<file path="config.mk">
export PLATFORM = sky130hd
export DESIGN_NAME = rv_iopmp_tl_arbiter
export DESIGN_NICKNAME = d
export VERILOG_FILES = /design/src/rtl/rv_iopmp_pkg.sv /design/src/rtl/rv_iopmp_rr_arbiter.sv /design/src/rtl/rv_iopmp_tl_arbiter.sv
export SDC_FILE = /design/constraint.sdc
export NUM_CORES = 1
export LEC_CHECK = 0
export ABC_CLOCK_PERIOD_IN_PS = 1700
export CAP_MARGIN = 20
export CORE_ASPECT_RATIO = 1.2
export CORE_MARGIN = 2
export CORE_UTILIZATION = 34
export CTS_CLUSTER_SIZE = 8
export DETAILED_ROUTE_END_ITERATION = 12
export HOLD_SLACK_MARGIN = 0.05
export PLACE_DENSITY_LB_ADDON = 0.15
export SLEW_MARGIN = 10
export SYNTH_ARGS = -nofsm -noshare
export SYNTH_HDL_FRONTEND = slang
export SYNTH_SLANG_ARGS = --single-unit
</file>
<file path="constraint.sdc">
create_clock -name clk_i -period 1.7 [get_ports clk_i]
set_input_delay 0.255 -clock clk_i [delete_from_list [all_inputs] [get_ports clk_i]]
set_output_delay 0.255 -clock clk_i [all_outputs]
set_load 0.02 [all_outputs]
</file>
<file path="src/rtl/rv_iopmp_pkg.sv">
// Shared types for the IOPMP blocks.
//   access_t       : transaction access type carried with each check request.
//   ACCESS_WIDTH   : bit width of access_t, for packing access types onto flat ports.
//   tl_arb_state_e : state encoding of the transaction-logic arbiter FSM.
package rv_iopmp_pkg;

  typedef enum logic [2:0] {
    ACCESS_NONE      = 3'b000,
    ACCESS_READ      = 3'b001,
    ACCESS_WRITE     = 3'b010,
    ACCESS_EXECUTION = 3'b100
  } access_t;

  localparam int unsigned ACCESS_WIDTH = $bits(access_t);

  typedef enum logic [1:0] {
    TL_ARB_IDLE,
    TL_ARB_ISSUE,
    TL_ARB_WAIT,
    TL_ARB_RESP
  } tl_arb_state_e;

endpackage

</file>
<file path="src/rtl/rv_iopmp_rr_arbiter.sv">
// Combinational round-robin pick.
// Searches valid_i starting at ptr_i, upward with wrap, and reports the first
// set bit found.
//   valid_i : per-requester request valid
//   ptr_i   : index with the highest priority this cycle
//   grant_o : one-hot grant (all zero when nothing is valid)
//   idx_o   : index of the granted requester (0 when nothing is valid)
//   any_o   : at least one requester is valid
module rv_iopmp_rr_arbiter #(
  parameter int unsigned NUM_REQ = 2,
  parameter int unsigned IDX_W   = $clog2(NUM_REQ)
) (
  input  logic [NUM_REQ-1:0] valid_i,
  input  logic [IDX_W-1:0]   ptr_i,
  output logic [NUM_REQ-1:0] grant_o,
  output logic [IDX_W-1:0]   idx_o,
  output logic               any_o
);

  int unsigned      j;
  logic [IDX_W-1:0] k;

  always_comb begin
    grant_o = '0;
    idx_o   = '0;
    any_o   = 1'b0;
    j       = 0;
    k       = '0;
    for (int unsigned i = 0; i < NUM_REQ; i++) begin
      j = (32'(ptr_i) + i) % NUM_REQ;
      k = IDX_W'(j);
      if (!any_o && valid_i[k]) begin
        any_o      = 1'b1;
        grant_o[k] = 1'b1;
        idx_o      = k;
      end
    end
  end

endmodule

</file>
<file path="src/rtl/rv_iopmp_tl_arbiter.sv">
// Round-robin scheduler sharing one transaction-logic checker between
// NUM_REQ requesters. One request is in flight at a time:
// IDLE (grant) -> ISSUE (enable to checker) -> WAIT (verdict or timeout) -> RESP.
// Ports:
//   clk_i, rst_i            : clock, synchronous active-high reset
//   req_valid_i/req_ready_o : per-requester request handshake (ready only in IDLE)
//   req_addr_i, req_num_bytes_i, req_sid_i, req_access_i : packed operands
//   rsp_valid_o/rsp_ready_i : per-requester verdict handshake (granted one only)
//   rsp_allow_o, rsp_timeout_o : verdict and "forced by timeout" flag, valid in RESP
//   chk_en_o, chk_addr_o, chk_num_bytes_o, chk_sid_o, chk_access_o : to checker
//   chk_ready_i, chk_valid_i, chk_allow_i : from checker
module rv_iopmp_tl_arbiter
  import rv_iopmp_pkg::*;
#(
  parameter int unsigned ADDR_WIDTH     = 64,
  parameter int unsigned NB_WIDTH       = 4,
  parameter int unsigned SID_WIDTH      = 1,
  parameter int unsigned NUM_REQ        = 2,
  parameter int unsigned TIMEOUT_CYCLES = 64
) (
  input  logic                             clk_i,
  input  logic                             rst_i,
  input  logic [NUM_REQ-1:0]               req_valid_i,
  output logic [NUM_REQ-1:0]               req_ready_o,
  input  logic [NUM_REQ*ADDR_WIDTH-1:0]    req_addr_i,
  input  logic [NUM_REQ*NB_WIDTH-1:0]      req_num_bytes_i,
  input  logic [NUM_REQ*SID_WIDTH-1:0]     req_sid_i,
  input  logic [NUM_REQ*ACCESS_WIDTH-1:0]  req_access_i,
  output logic [NUM_REQ-1:0]               rsp_valid_o,
  input  logic [NUM_REQ-1:0]               rsp_ready_i,
  output logic                             rsp_allow_o,
  output logic                             rsp_timeout_o,
  output logic                             chk_en_o,
  output logic [ADDR_WIDTH-1:0]            chk_addr_o,
  output logic [NB_WIDTH-1:0]              chk_num_bytes_o,
  output logic [SID_WIDTH-1:0]             chk_sid_o,
  output logic [ACCESS_WIDTH-1:0]          chk_access_o,
  input  logic                             chk_ready_i,
  input  logic                             chk_valid_i,
  input  logic                             chk_allow_i
);

  localparam int unsigned IDX_W = $clog2(NUM_REQ);
  localparam int unsigned CNT_W = $clog2(TIMEOUT_CYCLES) + 1;

  tl_arb_state_e state_q, state_d;

  logic [IDX_W-1:0]        rr_ptr_q;
  logic [NUM_REQ-1:0]      win_oh;
  logic [IDX_W-1:0]        win_idx;
  logic                    win_any;
  logic [NUM_REQ-1:0]      gnt_oh_q;
  logic [CNT_W-1:0]        cnt_q;
  logic                    at_limit;
  logic [ADDR_WIDTH-1:0]   addr_q;
  logic [NB_WIDTH-1:0]     nb_q;
  logic [SID_WIDTH-1:0]    sid_q;
  logic [ACCESS_WIDTH-1:0] access_q;
  logic                    allow_q;
  logic                    timeout_q;

  rv_iopmp_rr_arbiter #(
    .NUM_REQ (NUM_REQ),
    .IDX_W   (IDX_W)
  ) u_rr_arbiter (
    .valid_i (req_valid_i),
    .ptr_i   (rr_ptr_q),
    .grant_o (win_oh),
    .idx_o   (win_idx),
    .any_o   (win_any)
  );

  assign at_limit = (cnt_q == CNT_W'(TIMEOUT_CYCLES - 1));

  always_comb begin
    state_d = state_q;
    case (state_q)
      TL_ARB_IDLE:  if (win_any) state_d = TL_ARB_ISSUE;
      TL_ARB_ISSUE: if (chk_ready_i) state_d = TL_ARB_WAIT;
      TL_ARB_WAIT:  if (chk_valid_i || at_limit) state_d = TL_ARB_RESP;
      TL_ARB_RESP:  if (|(rsp_ready_i & gnt_oh_q)) state_d = TL_ARB_IDLE;
      default:      state_d = TL_ARB_IDLE;
    endcase
  end

  // Ready is masked while reset is held: the grant edge would be overridden
  // by reset, so advertising acceptance would drop the request silently.
  always_comb begin
    req_ready_o     = '0;
    rsp_valid_o     = '0;
    rsp_allow_o     = 1'b0;
    rsp_timeout_o   = 1'b0;
    chk_en_o        = 1'b0;
    chk_addr_o      = addr_q;
    chk_num_bytes_o = nb_q;
    chk_sid_o       = sid_q;
    chk_access_o    = access_q;
    case (state_q)
      TL_ARB_IDLE:  if (!rst_i) req_ready_o = win_oh;
      TL_ARB_ISSUE: chk_en_o = 1'b1;
      TL_ARB_RESP: begin
        rsp_valid_o   = gnt_oh_q;
        rsp_allow_o   = allow_q;
        rsp_timeout_o = timeout_q;
      end
      default: ;
    endcase
  end

  always_ff @(posedge clk_i) begin
    if (rst_i) begin
      state_q   <= TL_ARB_IDLE;
      rr_ptr_q  <= '0;
      gnt_oh_q  <= '0;
      cnt_q     <= '0;
      addr_q    <= '0;
      nb_q      <= '0;
      sid_q     <= '0;
      access_q  <= '0;
      allow_q   <= 1'b0;
      timeout_q <= 1'b0;
    end else begin
      state_q <= state_d;
      case (state_q)
        TL_ARB_IDLE: begin
          if (win_any) begin
            gnt_oh_q <= win_oh;
            addr_q   <= req_addr_i[win_idx*ADDR_WIDTH +: ADDR_WIDTH];
            nb_q     <= req_num_bytes_i[win_idx*NB_WIDTH +: NB_WIDTH];
            sid_q    <= req_sid_i[win_idx*SID_WIDTH +: SID_WIDTH];
            access_q <= req_access_i[win_idx*ACCESS_WIDTH +: ACCESS_WIDTH];
            rr_ptr_q <= (win_idx == IDX_W'(NUM_REQ - 1)) ? '0 : win_idx + 1'b1;
          end
        end
        TL_ARB_ISSUE: begin
          if (chk_ready_i) cnt_q <= '0;
        end
        TL_ARB_WAIT: begin
          // A real verdict takes priority over a timeout in the same cycle.
          if (chk_valid_i) begin
            allow_q   <= chk_allow_i;
            timeout_q <= 1'b0;
          end else if (at_limit) begin
            allow_q   <= 1'b0;
            timeout_q <= 1'b1;
          end else begin
            cnt_q <= cnt_q + 1'b1;
          end
        end
        default: ;
      endcase
    end
  end

endmodule

</file>
## Yosys cells after proc, flatten, opt, wreduce, memory -nomap -nowiden

Index checks and enable logic that the tools add are counted.

- Input port bits: 153
- Logic and storage cells: 81
- Register bits after elaboration: 86
- Output and inout port bits: 79

- $add $sub $neg: 3
- Equal/unequal tests: 10
- Muxes and demuxes: 34
- Reductions and logical operators: 13
- $mul: 1
- Bitwise logic cells: 2
- Shift operators: 4
- Order comparisons: 4

Operators by type and width:

| kind | count |
|---|---|
| $shiftx A128 B8 Y64 | 1 |
| $mux W7 | 3 |
| $mux W1 | 18 |
| $mux W2 | 9 |
| $pmux W7 S2 | 1 |
| $ne A2 B2 Y1 const B | 5 |
| $pmux W2 S4 | 1 |
| $reduce_and A4 Y1 | 2 |
| $shiftx A8 B4 Y4 | 1 |
| $add A7 B1 Y7 const B | 1 |
| $eq A7 B6 Y1 const B | 1 |
| $shiftx A6 B4 Y3 | 1 |
| $eq A2 B2 Y1 const B | 2 |
| $lt A1 B2 Y1 const B | 2 |
| $reduce_and A2 Y1 | 2 |
| $reduce_bool A2 Y1 | 2 |
| $logic_and A1 B1 Y1 | 3 |
| $mul A1 B2 Y3 const B | 1 |
| $add A1 B1 Y1 const B | 2 |
| $and A2 B2 Y2 | 1 |
| $demux W1 S1 | 2 |
| $eq A2 B1 Y1 const B | 1 |
| $ge A1 B1 Y1 const B | 2 |
| $logic_not A2 Y1 | 1 |
| 6 further kinds | 6 |

## Longest topological paths before layout

Gate-level depths: netlist of run 1.

- Depth after elaboration: 9
- Depth in mapped cells: 8
- Mapped depth without buffers: 6

## Modules after synthesis

From an unflattened synthesis of run 1, not the netlist that was laid out.

- Cells, all modules: 428
- Area total of the unflattened synthesis: 3976.3 µm²

Modules (own cells, without submodules):

| module | instances | seq. area each (µm²) | cells an instance | area an instance (µm²) |
|---|---|---|---|---|
| rv_iopmp_tl_arbiter | 1 | 1721.7 | 423 | 3943.8 |
| rv_iopmp_rr_arbiter | 1 | 0.0 | 5 | 32.5 |

## Least setup slack after synthesis of run 1

OpenSTA, ideal clock, no wires.

- Path type: flip-flop to output port
- From: register state_q[0]
- To: output req_ready_o[0]
- Data required time: 1.445 ns
- Arrival: 1.499 ns
- Path slack: -0.054 ns
- Stages on the path, launching flop included: 7
- Path buffers: 1
- Path through: dfxtp_1 > inv_1 > ha_1 > inv_1 > a211oi_2 > buf_4 > and2_1

- Longest elaborated chain between the ends: 2

RTL lines:

| element | RTL line | RTL |
|---|---|---|
| start, declared | rv_iopmp_tl_arbiter.sv:46 | `tl_arb_state_e state_q, state_d;` |
| start signal, assigned | rv_iopmp_tl_arbiter.sv:123 | `state_q <= state_d;` |
| $logic_not A2 Y1 | rv_iopmp_tl_arbiter.sv:98 | `case (state_q)` |
| $mux W2 | rv_iopmp_tl_arbiter.sv:98 |  |
| end, declared | rv_iopmp_tl_arbiter.sv:24 | `output logic [NUM_REQ-1:0] req_ready_o,` |

Every way passes these cells.

## Worst setup path in the final report of run 1

Ends and elaborated chain as after synthesis.

==> results by group, run 1 <==
Critical path
  • CP Data Arrival Time: 1.38 ns
  • Setup crit end kind: output pin
  • Startpoint types: flip-flop
  • CP max FO: 3
  • Kind of critical path: flip-flop to output pin
  • Worst Path Required: 1.44 ns

Floorplanning
  • Core area: 11,000 µm²
  • Die area: 12,200 µm²
  • Initial Utilization: 35.0%
  • I/O Pins: 232
  • Row count: 42
  • Die H: 121 µm
  • Die width: 101 µm

STA
  • Final setup margin: 0.0680 ns
  • Final min period: 1.63 ns
  • Unrepaired setup endpoints after global routing: no
  • Final slew viol count: 0
  • Worst slew pin tran: 0.525 ns
  • Fmax: 613 MHz
  • Final hold vios: 0
  • Slew Limit Headroom: 65.0%
  • Crit share post-route: 96.0%
  • Final setup vio count: 0
  • Final clock skew: 0.00821 ns

Final layout
  • Area Overhead vs Synth: 78.6%
  • Final instance area: 6890 µm²
  • Layout net count: 802
  • Share of layout cells above drive strength 1: 12.0%
  • Diodes inserted: 0
  • # fillers: 944

Placement
  • Pre-CTS setup slack: -0.364 ns
  • PortBufs: 231
  • Dpl hpwl: 9.22 mm
  • Routability Congestion: 0.855
  • Area after DPL: 6500 µm²

Yosys
  • Cell taking the most area after synthesis: dfxtp_1
  • Post-synth EDFFs: 0
  • Register area share after synthesis: 44.6%
  • Flops & latches, synth: 86
  • Synth Instances: 398
  • Top-area cell type share of the netlist area: 44.6%
  • Yosys warnings: 0
  • Syn Nets: 557
  • Synthesized cell area: 3860 µm²
  • Synth area leaders: dfxtp_1 (45%), mux2i_1 (14%), a211oi_1 (11%)
  • Post-Syn Area per Cell: 9.70 µm²
  • Asr flop ratio synth: 0%
  • Synth unique cells: 42
  • Synth Flop Type: dfxtp_1

Hold path
  • Min-delay worst type: primary input to flip-flop

Routing
  • TritonRoute pass-1 iters: 5
  • Vias per cell: 5.18
  • Detailed Route WL: 12.8 mm
  • Routed Antenna Nets: 0
  • Initial drt markers: 157
  • DRC: 0
  • Vias: 4,038
  • Drt wl/cell: 16.5 µm

Pwr
  • Leakage power: 2.85 nW
  • PD cells: 1420 nW/µm²
  • Maximum vdd drop: 0.898 mV

Global route
  • Met1 Resource Use GR: 22.9%
  • Vias in the first global route: 3,909
  • Global-route wire length before repair: 19.1 mm
  • Initial antenna violation count: 0
  • GR Layer Usage met2: 34.0%
  • Most Crowded Layer GR: met2
  • Largest net degree at the start of global routing: 63
  • GRT overflow: 0
  • Met3 Resource Use GR: 4.74%
  • GRT Total Usage: 19.6%

Clocking
  • CTS tree: yes
  • Cts bufs inserted: 9
  • CTS root buf: clkbuf_16
  • Clock latency on the worst-skew pair: 0.33 ns
  • Clk buf depth: 2
  • H-tree Lvls: 3
  • Clock slew at the register clock pins of the worst setup and hold paths: 0.06 ns
  • TritonCTS Sinks: 86

Status
  • Run status: complete, no violations

Run
  • Max_cap viols: 0
## metal layers
| metal | vias to the layer above | routed length [µm] |
|---|---|---|
| met4 | 0 | 224 |
| li1 | 1984 | - |
| met2 | 160 | 6500 |
| met3 | 16 | 943 |
| met1 | 1878 | 5170 |
| met5 | - | 0 |
## report_power, final
group,internal (mW),switching (mW),total (mW)
sequential,2.59,0.292,2.88
clock,1.26,0.806,2.07
combinational,2.40,2.47,4.87
total,6.26,3.56,9.82
## final timing paths
| check | from | to | slack [ns] | cells past startpoint |
|---|---|---|---|---|
| max reg2reg | state_q[0]$_SDFFE_PP0P_ | cnt_q[2]$_SDFFE_PP0P_ | 0.07 | 7 |
| max | state_q[0]$_SDFFE_PP0P_ | req_ready_o[0] | 0.07 | 6 |
| min | rst_i | cnt_q[3]$_SDFFE_PP0P_ | 0.29 | 3 |
| min reg2reg | cnt_q[6]$_SDFFE_PP0P_ | cnt_q[6]$_SDFFE_PP0P_ | 0.48 | 1 |
## final cells by class
cell class | count | area, µm² | area share [%]
Timing Repair Buffer | 266 | 2660 | 38.6
Multi-Input combinational cell | 272 | 2000 | 29.0
Sequential cell | 86 | 1720 | 25.0
Clock buffer | 12 | 267 | 3.87
Tap cell | 132 | 165 | 2.40
Clock inverter | 4 | 52.6 | 0.762
Inverter | 8 | 30.0 | 0.436
## through the flow
step	utilization (%)	TNS [ns]	std cells	power [mW]	hold WS, ns
finish	62.5	0	780	9.82	0.285
floorplan	-	0	398	5.38	0.356
CTS	61.8	0	776	9.63	0.284
global route	62.5	0	780	10.4	0.301
global placement	58.9	-9.19	760	7.44	0.471
detailed placement	58.9	-11.91	760	7.53	0.477
## logic make-up (layout without fill, tap and decap cells)
kind of cell | Yosys count | after routing | synth area share, %
simple gates | 106 | 106 | 12.3
compound gates | 104 | 104 | 21.4
flops | 86 | 86 | 44.6
mux | 56 | 56 | 14.6
buf+inv | 40 | 290 | 5.19
fa+ha+maj | 6 | 6 | 1.95
## flip-flops by register name (all words and copies together) (netlist names)
signal / flops
allow_q: 1
chk_num_bytes_o: 4
chk_sid_o: 1
rr_ptr_q: 1
cnt_q: 7
gnt_oh_q: 2
chk_access_o: 3
timeout_q: 1
state_q: 2
chk_addr_o: 64
## cell usage in the layout, fill, tap and decap left out, drive strengths merged, types with 6 or more instances in the layout
cell type and count:
clkdlybuf4s50 223, dfxtp 86, nor2 78, a211oi 58
mux2i 55, buf 40, a222oi 17, clkbuf 15
inv 9, and2 7, o21ai 6, ha 6
## synth_stat cells (all sizes together), types with 6 or more instances
cell type  count
dfxtp         86
nor2          78
a211oi        58
mux2i         55
buf           19
a222oi        17
clkbuf        13
inv            8
and2           7
ha             6
o21ai          6
## worst max-delay path: stages, from the launching register on
cell,delay [ns]
dfxtp_1,0.33
inv_2,0.08
ha_4,0.14
inv_2,0.05
a211oi_4,0.15
and2_1,0.15
buf_4,0.14
## repair_timing
action                     4_1_cts  5_1_grt
gates cloned                     0        2
buffers inserted                 0        2
pin swaps                        0        2
hold buffers                     0        0
gates resized for setup         26       17
setup endpoints to repair        7       39
(Power assumes the default switching activity.)
==> run 2, diff against run 1 <==
CORE_MARGIN = 10   (was 2)
==> run 2 against run 1 <==
Final cell count up 2.2%. Register-to-register slack about the same. Die area rose by 31%. Sequential power barely moved. Via count shrank 1.5%. Highest routed layer unchanged. Hold slack better by 0.0025 ns.
==> results by group, run 2 (synthesized netlist as in run 1, its figures left out) <==
Placement
  • Area after DPL: 6500 µm² (about the same)
  • Pre-CTS setup slack: -0.375 ns (-0.0117 ns)
  • Cells after DPL: 781 (+2.8%)
  • PortBufs: 231 (unchanged)
  • Routability Congestion: 0.809 (-5.4%)
  • Dpl hpwl: 11.4 mm (+24%)

Critical path
  • R2R Path End: state_q[1]$_SDFFE_PP0P_
  • CP Buf/Inv Count: 3 (unchanged)
  • Critical path depth: 6 (unchanged)
  • Slowest library cell on the worst path: dfxtp_1
  • CP Data Arrival Time: 1.43 ns (+0.05 ns)
  • Largest stage delay on the critical path: 0.31 ns (-0.02 ns)
  • R2R depth: 7 (unchanged)
  • Crit path max-delay family: flip-flops
  • Startpoint types: flip-flop
  • Kind of critical path: flip-flop to output pin
  • Setup crit end kind: output pin
  • R2R setup slack: 0.08 ns (about the same)
  • CP max FO: 3 (unchanged)
  • Setup crit end: req_ready_o[0]
  • CP Cell Sequence: inv_1, ha_2, inv_2, a211oi_4, and2_4, buf_4
  • Worst Setup SP: state_q[0]$_SDFFE_PP0P_
  • R2r startpoint: state_q[1]$_SDFFE_PP0P_
  • Worst Path Required: 1.44 ns (about the same)

Routing
  • Initial drt markers: 202 (+29%)
  • Detailed Route WL: 14.5 mm (+13%)
  • Vias per cell: 4.99 (-3.6%)
  • TritonRoute pass-1 iters: 6 (+1)
  • DRC: 0 (unchanged)
  • Drt wl/cell: 18.2 µm (+10%)
  • Vias: 3,976 (-1.5%)
  • Routed Antenna Nets: 0 (unchanged)

Clocking
  • Clock latency on the worst-skew pair: 0.33 ns (about the same)
  • TritonCTS Sinks: 86 (unchanged)
  • Cts bufs inserted: 9 (unchanged)
  • Clk buf depth: 2 (unchanged)
  • CTS tree: yes
  • H-tree Lvls: 3 (unchanged)
  • Setup bufs post-CTS: 0 (unchanged)
  • CTS root buf: clkbuf_16
  • Clock slew at the register clock pins of the worst setup and hold paths: 0.06 ns (about the same)

Status
  • Run status: complete, no violations

Pwr
  • Maximum vdd drop: 0.772 mV (-14%)
  • Leakage power: 2.78 nW (-2.5%)
  • Final Power: 9.39 mW (-4.4%)
  • PD cells: 1390 nW/µm² (-2.7%)

STA
  • Worst slew pin tran: 0.449 ns (-0.0758 ns)
  • Final hold slack: 0.288 ns (+0.00252 ns)
  • Final min period: 1.69 ns (+0.0577 ns)
  • Crit share post-route: 99.4% (+3.4 points)
  • Final clock skew: 0.00577 ns (-0.00244 ns)
  • Slew Limit Headroom: 70.0% (+5.1 points)
  • Final hold vios: 0 (unchanged)
  • Final setup margin: 0.0103 ns (-0.0577 ns)
  • Fmax: 592 MHz (-3.4%)
  • Setup_tns: 0 ns (unchanged)
  • Unrepaired setup endpoints after global routing: yes
  • Final slew viol count: 0 (unchanged)
  • Final setup vio count: 0 (unchanged)

Floorplanning
  • Die area: 16,000 µm² (+31%)
  • Initial Utilization: 34.8% (-0.17 points)
  • Core area: 11,100 µm² (+0.48%)
  • Row count: 42 (unchanged)
  • I/O Pins: 232 (unchanged)
  • Die H: 137 µm (+13%)
  • Die width: 117 µm (+16%)

Final layout
  • Fin util: 61.1% (-1.4 points)
  • Area Overhead vs Synth: 75.5%
  • Final non-filler cell total: 797 (+2.2%)
  • Layout net count: 797 (-0.62%)
  • Share of layout cells above drive strength 1: 10.4% (-1.6 points)
  • Number of flip-flops in the largest register: 64 (unchanged)
  • Diodes inserted: 0 (unchanged)
  • Final instance area: 6770 µm² (-1.8%)
  • Commonest non-fill, non-tap cells in the layout: clkdlybuf4s50_1 (223), dfxtp_1 (86), nor2_1 (77)
  • Commonest non-fill, non-tap cell in the layout: clkdlybuf4s50_1

Run
  • Max_cap viols: 0 (unchanged)

Global route
  • Initial antenna violation count: 0 (unchanged)
  • Vias in the first global route: 4,038 (+3.3%)
  • Largest net degree at the start of global routing: 69 (+9.5%)
  • Global-route wire length before repair: 21.6 mm (+13%)
  • GRT overflow: 0 (unchanged)
  • GRT Total Usage: 17.1% (-2.5 points)

Hold path
  • Min-delay worst type: primary input to flip-flop
-- run 2: changes by cell type in the layout (fill, tap and decap cells not counted), moves of 2 or more --
cell | before | now
clkbuf_16 | 11 | 9
buf_12 | 7 | 5
inv_1 | 4 | 6
inv_2 | 4 | 2
clkbuf_8 | 3 | 0
clkbuf_1 | 0 | 3
-- run 2: tightest hold or removal path: stages --
cell and delay [ns]:
buf_2 0.13, buf_4 0.14, nor2_1 0.04
-- run 2: routing by layer --
layer  vias up  global-route usage (%)  routed length (µm)
met5         -                       0                   0
met4         0                    5.23                 203
met3        13                    7.05                1580
met2       169                    29.0                7060
met1      1814                    18.9                5650
li1       1980                       -                   -
-- run 2: worst min path at each step --
| stage | from | endpoint | slack (ns) | cells after the start |
|---|---|---|---|---|
| 3_5_place_dp | cnt_q[6]$_SDFFE_PP0P_ | cnt_q[6]$_SDFFE_PP0P_ | 0.47 | 1 |
| 4_1_cts | rst_i | gnt_oh_q[1]$_SDFFE_PP0P_ | 0.27 | 3 |
| 6_report | rst_i | gnt_oh_q[1]$_SDFFE_PP0P_ | 0.29 | 3 |
| 2_1_floorplan | chk_valid_i | timeout_q$_SDFFE_PP0P_ | 0.36 | 1 |
| 3_3_place_gp | cnt_q[6]$_SDFFE_PP0P_ | cnt_q[6]$_SDFFE_PP0P_ | 0.46 | 1 |
| 5_1_grt | rst_i | gnt_oh_q[1]$_SDFFE_PP0P_ | 0.30 | 3 |
-- run 2: power by group --
part | internal [mW] | switching (mW)
Combinational | 2.21 | 2.39
Clock | 1.13 | 0.763
Sequential | 2.59 | 0.298
-- run 2: final cells by class --
| type | instances | area [µm²] |
|---|---|---|
| Clock buffer | 12 | 236 |
| Clock inverter | 4 | 47.5 |
| Fill cell | 945 | 4320 |
| Inverter | 8 | 30.0 |
| Multi-Input combinational cell | 272 | 1980 |
| Sequential cell | 86 | 1720 |
| Tap cell | 154 | 193 |
| Timing Repair Buffer | 261 | 2560 |
-- run 2: what timing repair did --
action	in CTS	in global routing
gates cloned	0	0
gates resized for setup	26	11
hold endpoints to repair	0	0
endpoints found under the setup margin	7	13
pin swaps	0	2
hold buffers	0	0
==> patch 1 (config.mk and constraints of run 1) <==
Make the reset (`rst_i`) asynchronous in one clocked block. Comments in the files are not updated.
--- a/src/rtl/rv_iopmp_tl_arbiter.sv
+++ b/src/rtl/rv_iopmp_tl_arbiter.sv
@@ -108,5 +108,5 @@
   end
 
-  always_ff @(posedge clk_i) begin
+  always_ff @(posedge clk_i or posedge rst_i) begin
     if (rst_i) begin
       state_q   <= TL_ARB_IDLE;
Function: differs if rst_i is asserted again (counterexample within 4 cycles, from zero or initial values and one cycle with rst_i high); with rst_i held inactive, the same outputs for 4 cycles.
==> patch 1 against run 1 <==
  * Routed wire length down 6.2%
  * Final area up 5.7%
  * Clock power down 9.7%
  * Synthesized area up 11%
  * Sequential cell count unchanged
  * Setup slack worse by 0.031 ns
  * Total power up 18%
  * Critical path type unchanged
  * Highest routed layer unchanged
==> patch 1: results <==
[outcome]
status = "finished clean"

[grt]
globalRouteMet1Util_pct = 19.6
grt_first_pass_wirelength_mm = 19.2
gr-usage-met2_pct = 33.7
first_global_vias = 3953
grt_max_degree = 70
grtUsageMet3_pct = 4.21
grt_use_total_pct = 17.9
antenna_found_initial = 0

[worst_setup_path]
reg2reg_slack_ns = 0.08
r2r.worst_path.cells = 7
r2r-end = "state_q[1]"
critPathArrivalTime_ns = 1.41
r2r-start = "state_q[0]"
path_max_fanout = 2

[power]
switching_share_pct = 38.0
irDropWorstVdd_mv = 0.846
p_leak_nw = 3.36

[cts]
cts_setup_buffers = 0
htree_num_levels = 3
clk_pin_slew_ns = 0.06
post_cts_resized = 32
clk_latency_ns = 0.34
ctsLongestPathBuffers = 2
cts_buffers = 9
cts_root_buf = "clkbuf_16"
cts_hold_buf = 0

[synthesis]
syn_nets = 565
synth_cell_types = 40
ys_seq_area_share_pct = 50.4
synth_edf_count = 0
synthTopCellsByArea = "dfrtp_1, mux2i_1, o21ai_1"
synth-async-reset-ratio_pct = 100
synthTopCellsByCount = "dfrtp_1, nand2_1, mux2i_1, o21ai_1, clkbuf_1"
synth_warnings = 0

[cells_and_area]
nets = 821
layout-drive-gt1-share_pct = 13.3
largest_reg_flops = 64
num_antenna_cells = 0
fillers = 1069

[worst_hold_path]
hold_path_class = "in2async"

[sta]
hold_violations = 0
fin_ws_ns = 0.0374
finClkSkew_ns = 0.00575
worst_slew_pin_slew_ns = 0.370

[routing]
drt_first_pass_iters = 4
wl_per_cell_um = 14.5
drt-vias-per-instance = 4.58
drt_iter0_drc = 75

[place]
io_buffer_count = 231
hpwl_mm = 9.39
placed_area_um2 = 6930
dp_slack_ns = -0.320
place_congestion = 0.821
-- patch 1: changes by cell type after synthesis, moves of 7 or more --
cell / before / now
a222oi_1: 17 / 0
mux2i_1: 55 / 74
buf_2: 10 / 0
nor2_1: 77 / 4
nand2_1: 5 / 86
dfrtp_1: 0 / 86
o21ai_1: 1 / 72
dfxtp_1: 86 / 0
a211oi_1: 55 / 1
buf_12: 0 / 7
-- patch 1: layer usage --
layer / vias to the layer above / wire, um
met3: 14 / 807
met5: - / 0
li1: 1921 / -
met2: 122 / 6490
met1: 1737 / 4550
met4: 0 / 194
-- patch 1: critical path, stage by stage, from the launching register on --
cell     delay (ns)
dfrtp_1        0.39
inv_2          0.08
ha_4           0.14
nand2_2        0.06
a21oi_2        0.14
and2_4         0.16
buf_6          0.11
-- patch 1: how the worst max path moves through the flow --
stage                         startpoint        endpoint  slack, ns  cells past startpoint
after CTS                     state_q[0]  req_ready_o[0]      -0.04                      6
after detailed placement  req_valid_i[0]  req_ready_o[0]      -0.32                      5
after global routing          state_q[1]  req_ready_o[0]      -0.03                      6
after global placement    req_valid_i[0]  req_ready_o[0]      -0.28                      5
after floorplan                    rst_i  req_ready_o[0]      -0.46                      2
final                         state_q[1]  req_ready_o[0]       0.04                      6
-- patch 1: layout make-up --
class                           count  area [um2]  share of cell area (%)
Timing Repair Buffer              270        2680                    36.8
Sequential cell                    86        2150                    29.5
Multi-Input combinational cell    290        1940                    26.6
Clock buffer                       11         253                    3.47
Tap cell                          161         201                    2.76
Clock inverter                      5        33.8                   0.464
Inverter                            5        22.5                   0.309
-- patch 1: cell families after synthesis --
family          synth area share (%)
buf+inv                         5.75
simple gates                    11.1
fa+ha+maj                       1.76
mux                             17.7
compound gates                  13.3
flops                           50.4
-- patch 1: power groups by stage --
stage | clock [mW] | combinational [mW] | sequential, mW
global placement | 0 | 6.17 | 3.44
CTS | 1.91 | 6.26 | 3.47
global route | 2.00 | 6.82 | 3.59
detailed placement | 0 | 6.26 | 3.49
finish | 1.87 | 6.29 | 3.46
floorplan | 0 | 2.22 | 4.45
-- patch 1: per-stage QoR --
| stage | total power, mW | util [%] | setup TNS, ns | hold slack [ns] | std cells |
|---|---|---|---|---|---|
| floorplan | 6.67 | - | -0.462 | 0.345 | 406 |
| global placement | 9.61 | 57.0 | -7.71 | 0.466 | 808 |
| detailed placement | 9.75 | 57.0 | -10.59 | 0.474 | 808 |
| CTS | 11.6 | 59.2 | -0.0368 | 0.390 | 824 |
| global route | 12.4 | 59.9 | -0.0481 | 0.414 | 828 |
| finish | 11.6 | 59.9 | 0 | 0.382 | 828 |
==> patch 2 (flow settings as in run 1) <==
Made on the original files. `NUM_REQ` is set to 2 in 2 places; all go to 4.
--- a/src/rtl/rv_iopmp_rr_arbiter.sv
+++ b/src/rtl/rv_iopmp_rr_arbiter.sv
@@ -8,5 +8,5 @@
 //   any_o   : at least one requester is valid
 module rv_iopmp_rr_arbiter #(
-  parameter int unsigned NUM_REQ = 2,
+  parameter int unsigned NUM_REQ = 4,
   parameter int unsigned IDX_W   = $clog2(NUM_REQ)
 ) (
--- a/src/rtl/rv_iopmp_tl_arbiter.sv
+++ b/src/rtl/rv_iopmp_tl_arbiter.sv
@@ -16,5 +16,5 @@
   parameter int unsigned NB_WIDTH       = 4,
   parameter int unsigned SID_WIDTH      = 1,
-  parameter int unsigned NUM_REQ        = 2,
+  parameter int unsigned NUM_REQ        = 4,
   parameter int unsigned TIMEOUT_CYCLES = 64
 ) (
Interface: changed (8 resized); port bits go from 232 to 384. The function was not compared with the original's and may differ.
==> patch 2 against run 1 <==
  * The flow now finishes with violations (setup timing)
  * Routed wire length rose to 2.8 times the old value
  * Final area up 96%
  * Clock skew down 0.0014 ns
  * Setup slack worse by 1.1 ns
  * Clock power up 5%
  * Synthesized area up 89%
  * Via count up 140%
  * Critical path depth up 6
  * Sequential share of layout area down 12 points
  * Sequential cell count up 3
  * Synthesized cell count up 150%
  * Sequential power up 27%
  * Total power rose to 2.6 times the old value
==> patch 2: results <==
[worst_setup_path]
crit_family = "multiplexers"
r2r.worst_path.cells = 12
critPathArrivalTime_ns = 2.99
r2r-start = "rr_ptr_q[0]"
critPathMaxStageDelay_ns = 0.61
r2r-end = "chk_addr_o[42]"
crit_slowest_cell = "mux4_2"

[sta]
relSlewSlack_pct = 65.5
setup_viol = 82
fin_ws_ns = -1.00

[cells_and_area]
fillers = 1850
stdcell_count = 1686
layout-drive-gt1-share_pct = 21.8

[place]
io_buffer_count = 383
place_congestion = 0.827
placed_area_um2 = 12100
hpwl_mm = 23.1
dp_slack_ns = -1.18
dp_cells = 1629

[worst_hold_path]
min_from = "chk_addr_o[55]"
whs_endpoint = "chk_addr_o[55]"
hold_depth = 2
hold_path_class = "reg2reg"

[synthesis]
synthTopCellsByArea = "dfxtp_1, o2111ai_1, o21ai_0"
syn_nets = 1296
syn_inst = 985
ys_seq_area_share_pct = 24.5
synthTopCellsByCount = "o21ai_0, dfxtp_1, clkbuf_1, nand2_1, inv_1"
synth_cell_types = 58

[routing]
drt_first_pass_iters = 4
via_count = 9552
wl_per_cell_um = 21.2
drt_iter0_drc = 577

[grt]
antenna_found_initial = 2
grt_use_total_pct = 29.7
grt_first_pass_wirelength_mm = 51.1
grt_max_degree = 46
first_global_vias = 9206

[cts]
clk_latency_ns = 0.37

[outcome]
violations = "setup timing"
status = "finished with violations"

[power]
p_leak_nw = 5.25
-- patch 2: cell types whose count changed after synthesis, sizes merged, moves of 49 or more --
cell	delta
o21ai	+141
nand2	+75
nand3	+74
a21boi	+73
nor4	+73
a21o	+72
o2111ai	+72
inv	+71
clkbuf	+69
a211oi	-51
mux2i	-49
-- patch 2: metrics by stage --
step                TNS [ns]  utilization, %  hold slack, ns
finish                -74.44            64.5           0.460
global route          -81.71            64.4           0.480
CTS                   -71.24            63.1           0.465
detailed placement    -86.87            57.5           0.449
global placement      -84.76            57.5           0.446
floorplan             -81.91               -           0.356
-- patch 2: per-layer routing --
metal | routed length, um | global-route usage [%] | vias up
met1 | 14200 | 35.2 | 4547
met2 | 17700 | 50.9 | 408
met3 | 2440 | 6.17 | 80
li1 | - | - | 4517
met5 | 0 | 0 | -
met4 | 1440 | 13.8 | 0
-- patch 2: worst max path at each step --
stage | startpoint | endpoint | slack, ns
2_1_floorplan | rr_ptr_q[0] | chk_addr_o[47] | -1.06
3_3_place_gp | req_valid_i[0] | req_ready_o[0] | -1.17
3_5_place_dp | req_valid_i[0] | req_ready_o[0] | -1.18
4_1_cts | rr_ptr_q[0] | chk_num_bytes_o[1] | -0.96
5_1_grt | rr_ptr_q[0] | chk_addr_o[42] | -1.09
6_report | rr_ptr_q[0] | chk_addr_o[42] | -1.00
-- patch 2: kinds of logic after synthesis --
logic type,after synthesis,synth area share [%]
muxes,9,1.75
adders and majority gates,10,1.72
and+or+nand+nor,285,22.9
buffers and inverters,188,10.8
DFF,89,24.5
AOI/OAI and AO/OA,398,37.7
xor gates and xnor gates,6,0.722
-- patch 2: repair_timing --
action,in CTS,in global routing
setup endpoints to repair,89,94
gates resized for setup,157,78
endpoints found under the hold margin,0,0
cloned,13,4
buffers inserted,21,6
pin swaps,47,55
-- patch 2: area by class of cell --
class / instances / area share [%]
tap: 270 / 2.50
timing repair buffer: 519 / 41.3
sequential: 89 / 13.2
inverter: 79 / 2.21
clock buffer: 10 / 1.77
antenna: 4 / 0.0740
multi-input combinational: 709 / 38.5
clock inverter: 6 / 0.490
-- patch 2: tightest hold or removal path, cell delays in order (launching register included) --
cell,delay [ns]
dfxtp_1,0.32
nand2_1,0.05
o2111ai_1,0.06
-- patch 2: report_power, final --
part           leakage [nW]  internal (mW)  switching, mW
Sequential            0.734           3.14          0.530
Combinational          4.36           9.27           10.7
Clock                 0.153           1.19          0.984
